[src/rtl/alm_div_pipe_if.sv]
// Valid/ready stream bundle for alm_div_pipe: operand pair in, Q16.16 quotient and
// divide-by-zero flag out.
interface alm_div_pipe_if;
  logic        in_valid;
  logic        in_ready;
  logic [15:0] a;
  logic [15:0] b;
  logic        out_valid;
  logic        out_ready;
  logic [31:0] q;
  logic        dz;

  modport master (
    output in_valid, a, b, out_ready,
    input  in_ready, out_valid, q, dz
  );

  modport slave (
    input  in_valid, a, b, out_ready,
    output in_ready, out_valid, q, dz
  );
endinterface

[src/rtl/alm_div_pipe.sv]
// 3-stage Mitchell log-domain signed 16-bit divider producing a saturating Q16.16 quotient.
// Define ALM_DIV_EXACT_ABS_EN for exact two's-complement operand magnitudes.
module alm_div_pipe (
  input  logic          clk,
  input  logic          rst_n,
  alm_div_pipe_if.slave io_bus
);

  function automatic logic [15:0] magnitude(input logic [15:0] x);
`ifdef ALM_DIV_EXACT_ABS_EN
    return x[15] ? (16'd0 - x) : x;
`else
    logic [15:0] m;
    m = x ^ {16{x[15]}};
    // -1 collapses to 0 under ones'-complement; keep it a real operand of magnitude 1
    return (x[15] && (m == 16'd0)) ? 16'd1 : m;
`endif
  endfunction

  function automatic logic [3:0] lod(input logic [15:0] x);
    logic [3:0] k;
    k = 4'd0;
    for (int i = 0; i < 16; i++) begin
      if (x[i]) k = 4'(i);
    end
    return k;
  endfunction

  // Leading one is shifted out past bit 14, leaving only the fraction bits
  function automatic logic [14:0] frac(input logic [15:0] x, input logic [3:0] k);
    logic [14:0] f;
    f = x[14:0] << (4'd15 - k);
    return f;
  endfunction

  logic        w_adv;
  logic [15:0] w_mag_a, w_mag_b;
  logic [3:0]  w_ka, w_kb;
  logic [19:0] w_l;
  logic [5:0]  w_sh, w_rsh;
  logic [32:0] w_m_ext, w_mag;
  logic [31:0] w_q;

  logic        r1_valid, r1_sign, r1_dz, r1_zero, r1_aneg;
  logic [3:0]  r1_ka, r1_kb;
  logic [14:0] r1_fa, r1_fb;
  logic        r2_valid, r2_sign, r2_dz, r2_zero, r2_aneg;
  logic [4:0]  r2_kq;
  logic [14:0] r2_fq;
  logic        r_out_valid, r_dz;
  logic [31:0] r_q;

  assign w_adv            = ~r_out_valid | io_bus.out_ready;
  assign io_bus.in_ready  = w_adv;
  assign io_bus.out_valid = r_out_valid;
  assign io_bus.q         = r_q;
  assign io_bus.dz        = r_dz;

  assign w_mag_a = magnitude(io_bus.a);
  assign w_mag_b = magnitude(io_bus.b);
  assign w_ka    = lod(w_mag_a);
  assign w_kb    = lod(w_mag_b);

  assign w_l     = {1'b0, r1_ka, r1_fa} - {1'b0, r1_kb, r1_fb};

  // Antilog shift amount is kq+1; a negative amount means shift right
  assign w_sh    = {r2_kq[4], r2_kq} + 6'd1;
  assign w_rsh   = 6'd0 - w_sh;
  assign w_m_ext = {17'd0, 1'b1, r2_fq};
  assign w_mag   = w_sh[5] ? (w_m_ext >> w_rsh) : (w_m_ext << w_sh[4:0]);

  always_comb begin
    w_q = w_mag[31:0];
    if (r2_dz) begin
      w_q = r2_aneg ? 32'h8000_0000 : 32'h7FFF_FFFF;
    end else if (r2_zero) begin
      w_q = 32'd0;
    end else if (r2_sign) begin
      w_q = (w_mag > 33'h0_8000_0000) ? 32'h8000_0000 : (32'd0 - w_mag[31:0]);
    end else if (w_mag[32:31] != 2'b00) begin
      w_q = 32'h7FFF_FFFF;
    end
  end

  always_ff @(posedge clk) begin
    if (!rst_n) begin
      r1_valid    <= 1'b0;
      r1_sign     <= 1'b0;
      r1_dz       <= 1'b0;
      r1_zero     <= 1'b0;
      r1_aneg     <= 1'b0;
      r1_ka       <= 4'd0;
      r1_kb       <= 4'd0;
      r1_fa       <= 15'd0;
      r1_fb       <= 15'd0;
      r2_valid    <= 1'b0;
      r2_sign     <= 1'b0;
      r2_dz       <= 1'b0;
      r2_zero     <= 1'b0;
      r2_aneg     <= 1'b0;
      r2_kq       <= 5'd0;
      r2_fq       <= 15'd0;
      r_out_valid <= 1'b0;
      r_q         <= 32'd0;
      r_dz        <= 1'b0;
    end else if (w_adv) begin
      r1_valid    <= io_bus.in_valid;
      r1_sign     <= io_bus.a[15] ^ io_bus.b[15];
      r1_dz       <= (io_bus.b == 16'd0);
      r1_zero     <= (io_bus.a == 16'd0);
      r1_aneg     <= io_bus.a[15];
      r1_ka       <= w_ka;
      r1_kb       <= w_kb;
      r1_fa       <= frac(w_mag_a, w_ka);
      r1_fb       <= frac(w_mag_b, w_kb);
      r2_valid    <= r1_valid;
      r2_sign     <= r1_sign;
      r2_dz       <= r1_dz;
      r2_zero     <= r1_zero;
      r2_aneg     <= r1_aneg;
      r2_kq       <= w_l[19:15];
      r2_fq       <= w_l[14:0];
      r_out_valid <= r2_valid;
      r_q         <= w_q;
      r_dz        <= r2_dz;
    end
  end

endmodule

[src/flat_wrapper.sv]
// flat-port wrapper written by rule: the top's interface ports become plain ports
module alm_div_pipe_flat 
  (clk, rst_n, io_bus_in_valid, io_bus_a, io_bus_b, io_bus_out_ready, io_bus_in_ready, io_bus_out_valid, io_bus_q, io_bus_dz);
  alm_div_pipe_if io_bus_i ();
  input  logic clk;
  input  logic rst_n;
  input wire logic [$bits(io_bus_i.in_valid)-1:0] io_bus_in_valid;
  input wire logic [$bits(io_bus_i.a)-1:0] io_bus_a;
  input wire logic [$bits(io_bus_i.b)-1:0] io_bus_b;
  input wire logic [$bits(io_bus_i.out_ready)-1:0] io_bus_out_ready;
  output wire logic [$bits(io_bus_i.in_ready)-1:0] io_bus_in_ready;
  output wire logic [$bits(io_bus_i.out_valid)-1:0] io_bus_out_valid;
  output wire logic [$bits(io_bus_i.q)-1:0] io_bus_q;
  output wire logic [$bits(io_bus_i.dz)-1:0] io_bus_dz;
  assign io_bus_i.in_valid = io_bus_in_valid;
  assign io_bus_i.a = io_bus_a;
  assign io_bus_i.b = io_bus_b;
  assign io_bus_i.out_ready = io_bus_out_ready;
  assign io_bus_in_ready = io_bus_i.in_ready;
  assign io_bus_out_valid = io_bus_i.out_valid;
  assign io_bus_q = io_bus_i.q;
  assign io_bus_dz = io_bus_i.dz;
  alm_div_pipe u_core (.clk(clk), .rst_n(rst_n), .io_bus(io_bus_i));
endmodule
[config.mk]
export PLATFORM = sky130hd
export DESIGN_NAME = alm_div_pipe_flat
export DESIGN_NICKNAME = d
export VERILOG_FILES = /design/src/rtl/alm_div_pipe_if.sv /design/src/rtl/alm_div_pipe.sv /design/src/flat_wrapper.sv
export SDC_FILE = /design/constraint.sdc
export NUM_CORES = 1
export LEC_CHECK = 0
export CAP_MARGIN = 40
export CELL_PAD_IN_SITES_DETAIL_PLACEMENT = 1
export CELL_PAD_IN_SITES_GLOBAL_PLACEMENT = 2
export CORE_ASPECT_RATIO = 1.2
export CORE_MARGIN = 2
export CORE_UTILIZATION = 25
export DETAILED_ROUTE_END_ITERATION = 8
export PLACE_DENSITY = 0.7
export SLEW_MARGIN = 40
export SYNTH_ARGS = -nofsm -noshare
export SYNTH_HDL_FRONTEND = slang
export SYNTH_SLANG_ARGS = --single-unit
[constraint.sdc]
create_clock -name clk -period 6.9 [get_ports clk]
set_input_delay 0.69 -clock clk [delete_from_list [all_inputs] [get_ports clk]]
set_output_delay 0.69 -clock clk [all_outputs]
set_load 0.01 [all_outputs]
==> run metrics <==
status completed; Hold Crit Class reg2reg; Leak 4.21 nW; count leader, synth nand2_1; total internal power 2.11 mW; DRC viols 0; Final Hold Viols 0; Net Switching 2.10 mW; area growth from synthesis to layout 14.6%; via count 10222; clock tree buffer depth 2; RSZ-0062 raised after global routing no; layout cells sized above 1 9.04%; 1st-iter DRT viols 531; Clk pwr share 12.7%; WL final 38100 um; Hold-fix buffers, CTS 0; critical path fanouts, max 27; crit-path cells inv_1 -> ha_2 -> mux2i_1 -> o2111ai_1 -> nand3_1 -> a311oi_1 -> nand4_1 -> or2_1 -> nor4_1 -> a21oi_1 -> a41oi_1 -> a211oi_2; largest net degree at the start of global routing 58; top cells by area, synth dfxtp_1 (20%), mux2i_1 (6.7%), nand2_1 (5.9%); crit path kind reg2reg; prevailing post-synth register cell dfxtp_1; Sequential Power Share 20.9%; CTS tree built; Synth Warn # 0; Slowest-stage cell, CP a311oi_1; critical path startpoint category flop; minimum clock period 5.37 ns; # nets final 1405; CORE AREA 0.0398 sq mm; Initial Util 25.3%; die width 187 um; Max VDD drop 141 uV; Resize count post-CTS 0; Setup crit end kind flop; register bit total from synthesis 102; area leader, netlist dfxtp_1; sequential share of the synthesized area 20.2%; initial antenna violation count 0; Reg clk slew, reported paths 0.09 ns; # IOs 71; slew at the pin with the worst max-slew slack 0.854 ns; n_diodes 0; routed len/inst 20.3 um; CP Data Required Time 7.15 ns; net count after synthesis 1398; full die area 0.0420 sq mm; combinational group share of total power 66.3%; Max-slew headroom 42.9%; critical path arrival 5.62 ns; post-DR vias/cell 5.43; vias in the first global route 10430; Die H 224 um; Top Family by Delay on Critical Path simple AND/OR/NAND/NOR gates; first-pass GRT wire length 61100 um; Initial DRT Pass Iterations 4; register area 0.00204 sq mm; clock root cell clkbuf_16; global route overflow 0; Max Cap Viol 0; Post-Syn Instances 1337; Pins Over Slew Limit 0; hpwl dp 29500 um; TritonCTS Buffers 9; Final period util 77.8%; TNS Setup 0 ns; All-Layer GR Usage 18.1%; commonest cells in the netlist nand2_1 (160), dfxtp_1 (102), o21ai_0 (100); Post-CTS Repair Setup Buffers 0; ys async rst share 0%; routability cong. 0.876; Mapped Area 0.0101 sq mm; final instance area 0.0116 sq mm; Max H-tree Level 3; switching share of power 49.9%; CTS sink cnt 102; Critical Path Max Stage Delay 0.86 ns; clk_lat worst skew 0.37 ns; Final ANT Viol Nets 0; Multi-input gate area 0.00749 sq mm; syn_area_per_cell 7.55 sq um; Synth top area share 20.2%; row cnt 80; worst clock skew 0.0131 ns; Fillers 4949; Final setup viols 0; port bufs 70; power density cells 363 mW/mm^2; Cell Area, Placed 0.0112 sq mm; WP buf/inv 1; Post-synth EDFFs 0; Peak Freq 0.186 GHz; Synth cell types 95
-- flip-flops by register name, summed over array words and instances (netlist names), 4 cells and up --
register	cells
u_core.r1_kb	4
u_core.r2_fq	15
u_core.r2_kq	5
u_core.r1_fa	15
u_core.io_bus.q	32
u_core.r1_fb	15
u_core.r1_ka	4
-- final cells by class --
cell class	instances	share of cell area (%)
flip-flops and latches	102	17.7
clock inverters	7	0.746
well taps	533	5.76
repair buffers	92	7.44
multi-input cells	1087	64.8
clock buffers	9	1.95
inverters	52	1.70
-- power by group through the flow --
stage	logic, mW	registers (mW)	clock network, mW
floorplan	1.95	0.858	0
global placement	2.74	0.892	0
detailed placement	2.77	0.895	0
CTS	2.78	0.883	0.552
global route	3.03	0.906	0.575
finish	2.79	0.881	0.535
-- through the flow --
step | hold WS (ns) | worst slack (ns) | utilization, % | power, mW | cells
6_report | 0.469 | 1.53 | 29.1 | 4.21 | 1882
5_1_grt | 0.497 | 1.04 | 29.1 | 4.52 | 1882
4_1_cts | 0.470 | 1.54 | 29.0 | 4.22 | 1882
3_5_place_dp | 0.454 | 1.54 | 28.2 | 3.66 | 1866
3_3_place_gp | 0.450 | 1.59 | 28.1 | 3.63 | 1866
2_1_floorplan | 0.425 | 2.80 | - | 2.81 | 1337
-- worst reg2reg max path, delay by kind of cell (launching register included) --
family          cells  cell delay [ns]
fa+ha+maj           1             0.77
flops               1             0.48
mux                 1             0.26
compound gates      5             1.69
simple gates        4             1.80
buf+inv             1             0.27
-- metal layers --
| metal | global-route usage, % | vias up | wire [um] |
|---|---|---|---|
| li1 | - | 4989 | - |
| met1 | 21.6 | 5020 | 16400 |
| met2 | 33.3 | 158 | 19700 |
| met3 | 1.85 | 55 | 762 |
| met4 | 7.09 | 0 | 1310 |
| met5 | 0 | - | 0 |
-- cells in the final DEF, fill, tap and decap left out, types with 12 or more instances in the layout --
cell | netlist | routed
a211oi_1 | 17 | 17
xor2_1 | 19 | 19
nand2b_1 | 16 | 16
nor4_1 | 13 | 13
o211ai_1 | 16 | 16
mux2i_1 | 68 | 68
o22ai_1 | 14 | 14
a21oi_1 | 70 | 68
nand3_1 | 47 | 47
a31oi_1 | 25 | 25
nor3_1 | 34 | 34
nor2_1 | 97 | 96
a21boi_0 | 27 | 26
o221ai_1 | 13 | 13
mux2_2 | 21 | 21
and2_1 | 25 | 25
xnor2_1 | 30 | 30
o31ai_1 | 12 | 12
buf_4 | 3 | 22
o21ai_0 | 100 | 99
mux4_2 | 18 | 18
clkdlybuf4s50_1 | 0 | 69
ha_1 | 24 | 23
dfxtp_1 | 102 | 101
nand2_1 | 160 | 160
inv_1 | 50 | 49
-- final timing paths --
kind	startpoint	slack, ns	depth (start not counted)	end
worst max-delay path	u_core.r2_kq[0]$_SDFFE_PN0P_	1.53	12	u_core.io_bus.q[29]$_SDFFE_PN0P_
worst min-delay path	u_core.r1_zero$_SDFFE_PN0P_	0.47	2	u_core.r1_zero$_SDFFE_PN0P_
worst max register to register	u_core.r2_kq[0]$_SDFFE_PN0P_	1.53	12	u_core.io_bus.q[29]$_SDFFE_PN0P_
worst min register to register	u_core.r1_zero$_SDFFE_PN0P_	0.47	2	u_core.r1_zero$_SDFFE_PN0P_
-- cells by family after synthesis --
family,count (synthesis),synth area share (%)
mux,109,13.3
xor+xnor,52,4.73
buf+inv,148,6.28
compound gates,421,28.6
simple gates,480,23.6
flops,102,20.2
fa+ha+maj,25,3.17
Power figures use the tool's default switching activity.
